<file path="config.mk">
export PLATFORM = sky130hd
export DESIGN_NAME = screen_sequencer
export DESIGN_NICKNAME = d
export VERILOG_FILES = /design/src/rtl/screen_pkg.sv /design/src/rtl/screen_sequencer_fade_unit.sv /design/src/rtl/screen_sequencer.sv
export SDC_FILE = /design/constraint.sdc
export NUM_CORES = 1
export LEC_CHECK = 0
export CORE_UTILIZATION = 45
export CTS_BUF_LIST = sky130_fd_sc_hd__clkbuf_8
export CTS_CLUSTER_SIZE = 24
export DETAILED_ROUTE_END_ITERATION = 6
export GPL_TIMING_DRIVEN = 0
export MAX_ROUTING_LAYER = met4
export PLACE_DENSITY = 0.62
export SYNTH_ARGS = -nofsm -noshare
export SYNTH_HDL_FRONTEND = slang
export SYNTH_SLANG_ARGS = --single-unit
</file>
<file path="constraint.sdc">
create_clock -name vga_clk -period 3.55 [get_ports vga_clk]
set_clock_uncertainty 0.05 [all_clocks]
set_input_delay 0.5325 -clock vga_clk [delete_from_list [all_inputs] [get_ports vga_clk]]
set_output_delay 0.5325 -clock vga_clk [all_outputs]
set_load 0.01 [all_outputs]
</file>
<file path="src/rtl/screen_pkg.sv">
// Shared types for the full-screen image sequencer.
package screen_pkg;

  typedef enum logic [1:0] {
    SCR_START = 2'd0,
    SCR_GAME  = 2'd1,
    SCR_OVER  = 2'd2
  } screen_t;

  typedef enum logic [2:0] {
    START_HOLD,
    START_WAIT,
    FADE_OUT,
    FADE_IN,
    GAME,
    OVER_HOLD,
    OVER_WAIT
  } state_t;

  localparam logic [3:0] BRIGHT_MAX = 4'd15;

endpackage

</file>
<file path="src/rtl/screen_sequencer_fade_unit.sv">
// Frame prescaler plus brightness up/down counter for screen fades.
module fade_unit
  import screen_pkg::*;
#(
  parameter int FADE_STEP_FRAMES = 4
) (
  input  logic       clk,
  input  logic       rst,
  input  logic       dir,
  input  logic       enable,
  input  logic       frame_start,
  output logic [3:0] brightness,
  output logic       at_min,
  output logic       at_max,
  output logic       step_tick
);

  localparam int SW =
    (FADE_STEP_FRAMES > 1) ? $clog2(FADE_STEP_FRAMES) : 1;
  localparam logic [SW-1:0] STEP_LAST = SW'(FADE_STEP_FRAMES - 1);

  logic [SW-1:0] step_cnt;

  assign at_min    = (brightness == 4'd0);
  assign at_max    = (brightness == BRIGHT_MAX);
  assign step_tick = enable && frame_start && (step_cnt == STEP_LAST);

  // Prescaler idles at zero outside a fade so every fade starts aligned.
  always_ff @(posedge clk or posedge rst) begin
    if (rst) begin
      step_cnt   <= '0;
      brightness <= BRIGHT_MAX;
    end else begin
      if (!enable)
        step_cnt <= '0;
      else if (frame_start)
        step_cnt <= step_tick ? '0 : step_cnt + 1'b1;
      if (step_tick) begin
        if (dir && !at_max)
          brightness <= brightness + 4'd1;
        else if (!dir && !at_min)
          brightness <= brightness - 4'd1;
      end
    end
  end

endmodule

</file>
<file path="src/rtl/screen_sequencer.sv">
// Chooses the full-screen image and fades between screens at frame start.
module screen_sequencer
  import screen_pkg::*;
#(
  parameter int FADE_STEP_FRAMES = 4,
  parameter int HOLD_FRAMES      = 120
) (
  input  logic       vga_clk,
  input  logic       reset,
  input  logic       frame_start,
  input  logic       start_btn,
  input  logic       game_over,
  output logic [1:0] screen_sel,
  output logic [3:0] brightness,
  output logic       in_transition,
  output logic       game_active
);

  localparam int HW = $clog2(HOLD_FRAMES + 1);
  localparam logic [HW-1:0] HOLD_LAST = HW'(HOLD_FRAMES - 1);

  state_t        state;
  screen_t       target;
  logic [HW-1:0] hold_cnt;
  logic          btn_prev;
  logic          btn_edge;
  logic          at_min;
  logic          at_max;
  logic          step_tick;
  logic          fade_en;
  logic          fade_dir;

  assign btn_edge = start_btn & ~btn_prev;
  assign fade_en  = (state == FADE_OUT) || (state == FADE_IN);
  assign fade_dir = (state == FADE_IN);

  fade_unit #(
    .FADE_STEP_FRAMES(FADE_STEP_FRAMES)
  ) u_fade (
    .clk        (vga_clk),
    .rst        (reset),
    .dir        (fade_dir),
    .enable     (fade_en),
    .frame_start(frame_start),
    .brightness (brightness),
    .at_min     (at_min),
    .at_max     (at_max),
    .step_tick  (step_tick)
  );

  // btn_prev resets high so a button held through reset is not an edge.
  always_ff @(posedge vga_clk or posedge reset) begin
    if (reset) begin
      state         <= START_HOLD;
      target        <= SCR_START;
      screen_sel    <= SCR_START;
      in_transition <= 1'b0;
      game_active   <= 1'b0;
      hold_cnt      <= '0;
      btn_prev      <= 1'b1;
    end else begin
      btn_prev <= start_btn;
      unique case (state)
        START_HOLD, OVER_HOLD: begin
          if (frame_start) begin
            if (hold_cnt == HOLD_LAST) begin
              hold_cnt <= '0;
              state    <= (state == START_HOLD) ? START_WAIT : OVER_WAIT;
            end else begin
              hold_cnt <= hold_cnt + 1'b1;
            end
          end
        end
        START_WAIT, OVER_WAIT: begin
          if (btn_edge) begin
            state         <= FADE_OUT;
            target        <= (state == START_WAIT) ? SCR_GAME : SCR_START;
            in_transition <= 1'b1;
          end
        end
        FADE_OUT: begin
          if (step_tick && at_min) begin
            screen_sel <= target;
            state      <= FADE_IN;
          end
        end
        FADE_IN: begin
          if (step_tick && (at_max || brightness == BRIGHT_MAX - 4'd1)) begin
            in_transition <= 1'b0;
            unique case (target)
              SCR_GAME: begin
                state       <= GAME;
                game_active <= 1'b1;
              end
              SCR_OVER: state <= OVER_HOLD;
              default:  state <= START_HOLD;
            endcase
          end
        end
        GAME: begin
          if (game_over) begin
            state         <= FADE_OUT;
            target        <= SCR_OVER;
            game_active   <= 1'b0;
            in_transition <= 1'b1;
          end
        end
        default: state <= START_HOLD;
      endcase
    end
  end

endmodule

</file>
* Word-level counts from Yosys, hierarchy flattened *
Cells that the tools add are included.

operators by class
  add/sub/neg operators = 4
  eq/ne operators = 20
  mux-type cells = 27
  bitwise logic cells = 2
  reductions and logical operators = 26

operators with widths
  cell                 number
  $mux 3               7
  $pmux 3 s5           1
  $ne 2x2->1 const B   7
  $mux 2               5
  $eq 3x3->1 const B   3
  $eq 4x4->1 const B   2
  $mux 4               2
  $reduce_and 4->1     2
  $add 7x1->7 const B  1
  $eq 7x7->1 const B   1
  $mux 1               7
  $mux 7               1
  $eq 3x2->1 const B   2
  $logic_and 1x1->1    6
  $pmux 3 s2           1
  $reduce_and 2->1     3
  $reduce_and 6->1     1
  $reduce_bool 2->1    3
  $add 4x1->4 const B  1
  $eq 2x2->1 const B   2
  $logic_not 4->1      1
  $pmux 2 s2           1
  $reduce_or 2->1      2
  $sub 4x1->4 const B  1
  other kinds (13)     16

word-level totals
  register bits after elaboration = 23
  input port bits = 5
  output and inout bits = 8
  logic and storage cells = 88

* Depth between registers and ports, before layout *
  word-level depth = 7
  depth in mapped cells = 9
  mapped depth without buffers = 8

* Modules after synthesis *
Synthesis repeated with hierarchy kept, for this count alone.

second synthesis, totals
  cells, all modules = 149
  area, all modules = 1,480.2 um^2

by module, submodules not included
  module            times used  cells each  area each (um^2)  sequential area each (um^2)
  screen_sequencer  1           114         1,069.8           426.7
  fade_unit         1           35          410.4             155.1

* Least setup slack after synthesis *
No wires, ideal clock.

  kind = reg-to-reg
  start point = register state[2]
  end point = register u_fade.brightness[3]
  library setup time = 75 ps
  data arrival time = 1,834 ps
  path slack = 1,590 ps
  cell stages (with the launch flop) = 10
  path buffers = 1
  period minus slack after synthesis = 1,960 ps
  cells stage by stage = dfrtp_1 -> and3b_1 -> clkbuf_1 -> nand2_1 -> ha_1 -> a21o_1 -> a21oi_1 -> xnor2_1 -> nand2_1 -> xnor2_1

between the ends
  word-level cells in the longest chain between the ends = 5

ends and longest elaborated chain
  element                                                                         line                                                                RTL
  start: declaration                                                              screen_sequencer.sv:22                                              state_t state;
  start signal: assignment                                                        screen_sequencer.sv:68                                              state <= (state == START_HOLD) ? START_WAIT : OVER_WAIT;
  $eq 3x2->1, on equally long branches                                            screen_sequencer.sv:34, screen_sequencer.sv:35
  $logic_not 1->1 / $logic_or 1x1->1 (equally long branches)                      screen_sequencer_fade_unit.sv:41, screen_sequencer.sv:34
  $logic_and 1x1->1, on equally long branches                                     screen_sequencer_fade_unit.sv:41, screen_sequencer_fade_unit.sv:26
  $reduce_bool 2->1 (no source line) / $logic_and 1x1->1 (equally long branches)  --
  $reduce_and 2->1 (no source line)                                               --
  end signal: assignment                                                          screen_sequencer_fade_unit.sv:40                                    brightness <= brightness + 4'd1;
  end signal: assignment                                                          screen_sequencer_fade_unit.sv:42                                    brightness <= brightness - 4'd1;
  end: declaration                                                                screen_sequencer_fade_unit.sv:12                                    output logic [3:0] brightness,

Several ways; a longest one is shown, not always the timed one.
A chain may end at the register's enable or synchronous reset.

* Worst setup path after layout *
Same ends and word-level chain as after synthesis.

==> summary.md <==
| Metric | Value |
|---|---|
| Die H | `56.5 um` |
| Highest Clock Rate | `458 MHz` |
| Leakage dissipation | `0.681 nW` |
| Tmin final | `2.18 ns` |
| DR vias/cell | `5.62` |
| Non-Filler Instances | `180` |
| Gr usage total | `18.4%` |
| CTS Root Cell | `clkbuf_8` |
| Layout cells sized above 1 | `14.8%` |
| Area contributors post-synth | `dfrtp_1, dfstp_2, ha_1` |
| Post-DP HPWL | `1.87 mm` |
| Place WS | `1.09 ns` |
| Prevailing post-synth register cell | `dfrtp_1` |
| Synth top area share | `33.7%` |
| Num CTS Buffers | `3` |
| Drt total wl | `2.50 mm` |
| Critical path class | `reg2reg` |
| Distinct cells, synth | `44` |
| Fraction of synthesis flops using an asynchronous set or reset pin | `100%` |
| Crit. End Element | `register` |
| RSZ-0062 raised after global routing | `false` |
| Hold_ws | `0.437 ns` |
| Mapped Cells | `134` |
| DRC | `0` |
| Vias in the first global route | `1031` |
| #FFs+latches synth | `23` |
| WP data required | `3.70 ns` |
| Std-Cell Rows | `19` |
| X dimension of the die | `56.5 um` |
| Final setup fails | `0` |
| Post-Syn Area per Cell | `9.98 sq um` |
| Full die area | `3190 sq um` |
| DRT Pass-1 Iters | `4` |
| Critical Path Start Type | `register` |
| Max-Cap Viols | `0` |
| IO Port Bufs | `11` |
| Most frequent cells after synthesis | `dfrtp_1, nand2_1, nor2_1, o21ai_0` |
| Seq/Total Area, Yosys | `43.5%` |
| Peak VDD IR | `0.000597 V` |
| Initial antenna violation count | `0` |
| Number of synthesized flops with an enable pin | `0` |
| Starting Density | `48.1%` |
| Worst-path clk slew | `0.08 ns` |
| CTS max path bufs | `2` |
| Outcome | `finished clean` |
| Top-count cell post-synth | `dfrtp_1` |
| CTS sink count | `23` |
| Multiplexer share of the synthesized area | `5.05%` |
| Core Region | `2780 sq um` |
| Synth warn | `0` |
| Final hold vios | `0` |
| Crit path arrival time | `2.33 ns` |
| Post-Synth XOR/XNOR Area | `3.27%` |
| Synth Area in Compound Gates | `15.2%` |
| WL/cell | `13.9 um` |
| # IOs | `13` |
| Routed Antenna Nets | `0` |
| PwrDens | `816 nW/um^2` |
| Final worst setup slack | `1.37 ns` |
| Clk Latency, worst-skew pair | `0.26 ns` |
| Via Count | `1011` |
| Antenna fix cells | `0` |
| CTS tree | `done` |
| Largest family of logic cells by synthesized area | `simple AND/OR/NAND/NOR gates` |
| Hold_buf cts | `0` |
| DRT iter0 DRCs | `33` |
| Layout area overhead | `14.5%` |
| Synth Area in Simple Gates | `21.7%` |
| Remaining Overflow, GRT | `0` |
| H-tree depth | `1` |
| Pin count of the biggest net entering global routing | `24` |
| Setup TNS | `0 ns` |
| DP Cell Count | `176` |
| Final Slew Violations | `0` |
| Syn Std Cell Area | `1340 sq um` |
| Relative slew margins | `41.8%` |
| Slew at the pin with the worst max-slew slack | `0.872 ns` |
| First-pass GRT wire length | `4.55 mm` |
| Synth Area in Adders | `7.11%` |
| GP Congestion | `0.840` |
| Tcrit/Tclk final | `61.5%` |
| Syn Nets | `146` |
| Synth area leader | `dfrtp_1` |
| Nets | `162` |
| Setup Buffers After CTS | `0` |
| Crit Path Max Fanout | `5` |
| Resized Gates After CTS | `0` |
| Hold Crit Class | `reg2reg` |
routing by layer:
layer	vias to the layer above	routed length [um]	share of wire (%)	GRT usage (%)
met5	-	0	0	-
met4	0	21	0.84	5.23
met3	2	78	3.1	3.00
met2	20	1070	43	26.9
met1	474	1330	53	26.6
li1	515	-	-	-
registers in the layout, summed over array words and instances (netlist names):
name and count:
hold_cnt 7, u_fade.brightness 4, state 3, screen_sel 2
target 2, u_fade.step_cnt 2, btn_prev 1, game_active 1
in_transition 1
cells by family after synthesis:
| kind of cell | Yosys count |
|---|---|
| flops | 23 |
| fa+ha+maj | 7 |
| mux | 6 |
| xor+xnor | 5 |
| buf+inv | 11 |
| simple gates | 50 |
| compound gates | 32 |
worst max-delay path: stages (launching register included):
cell,delay [ns]
dfrtp_1,0.41
and3b_1,0.22
clkbuf_1,0.23
nand2_1,0.19
ha_1,0.32
a21o_1,0.18
a21oi_1,0.16
xnor2_1,0.13
nand2_1,0.08
xnor2_1,0.15
metrics by stage:
step / util [%] / total power [W] / instance area [sq um]
CTS: 55.1 / 0.00126 / 1530
detailed placement: 53.4 / 0.00109 / 1490
floorplan: - / 0.000925 / 1340
global route: 55.1 / 0.00136 / 1530
global placement: 53.4 / 0.00107 / 1490
finish: 55.1 / 0.00125 / 1530
power breakdown:
part / internal (W) / leakage, nW / switching [W]
registers: 0.000360 / 0.284 / 0.0000852
logic: 0.000325 / 0.370 / 0.000318
clock network: 0.0000773 / 0.0269 / 0.0000846
total: 0.000763 / 0.681 / 0.000488
final timing paths:
path,slack (ns),to,cells after the start,start
max reg2reg,1.37,u_fade.brightness[3]$_DFFE_PP1P_,9,state[2]$_DFFE_PP0P_
min reg2reg,0.44,hold_cnt[5]$_DFFE_PP0P_,1,hold_cnt[5]$_DFFE_PP0P_
min in group asynchronous,0.70,in_transition$_DFFE_PP0P_,2,reset
min,0.44,hold_cnt[5]$_DFFE_PP0P_,1,hold_cnt[5]$_DFFE_PP0P_
max in group asynchronous,2.22,state[0]$_DFFE_PP0P_,2,reset
max,1.37,u_fade.brightness[3]$_DFFE_PP1P_,9,state[2]$_DFFE_PP0P_
area by class of cell:
cell class / count / area, sq um
sequential: 23 / 582
clock inverter: 1 / 3.75
buffer: 5 / 32.5
inverter: 6 / 22.5
multi-input combinational: 100 / 701
clock buffer: 3 / 41.3
fill: 257 / 1250
timing repair buffer: 11 / 110
tap: 31 / 38.8
cells in the final DEF, fill, tap and decap left out, drive strengths merged, types with 3 or more instances in the layout:
master	count
nor2b	3
mux2	3
a21oi	6
a31oi	3
nand3	5
o21ai	11
or4	3
buf	4
dfstp	5
inv	7
nor2	10
nand2	13
mux2i	3
dfrtp	18
nor3	3
ha	6
a21o	3
xnor2	4
clkbuf	4
nand2b	4
clkdlybuf4s50	11
Power figures use the tool's default switching activity.
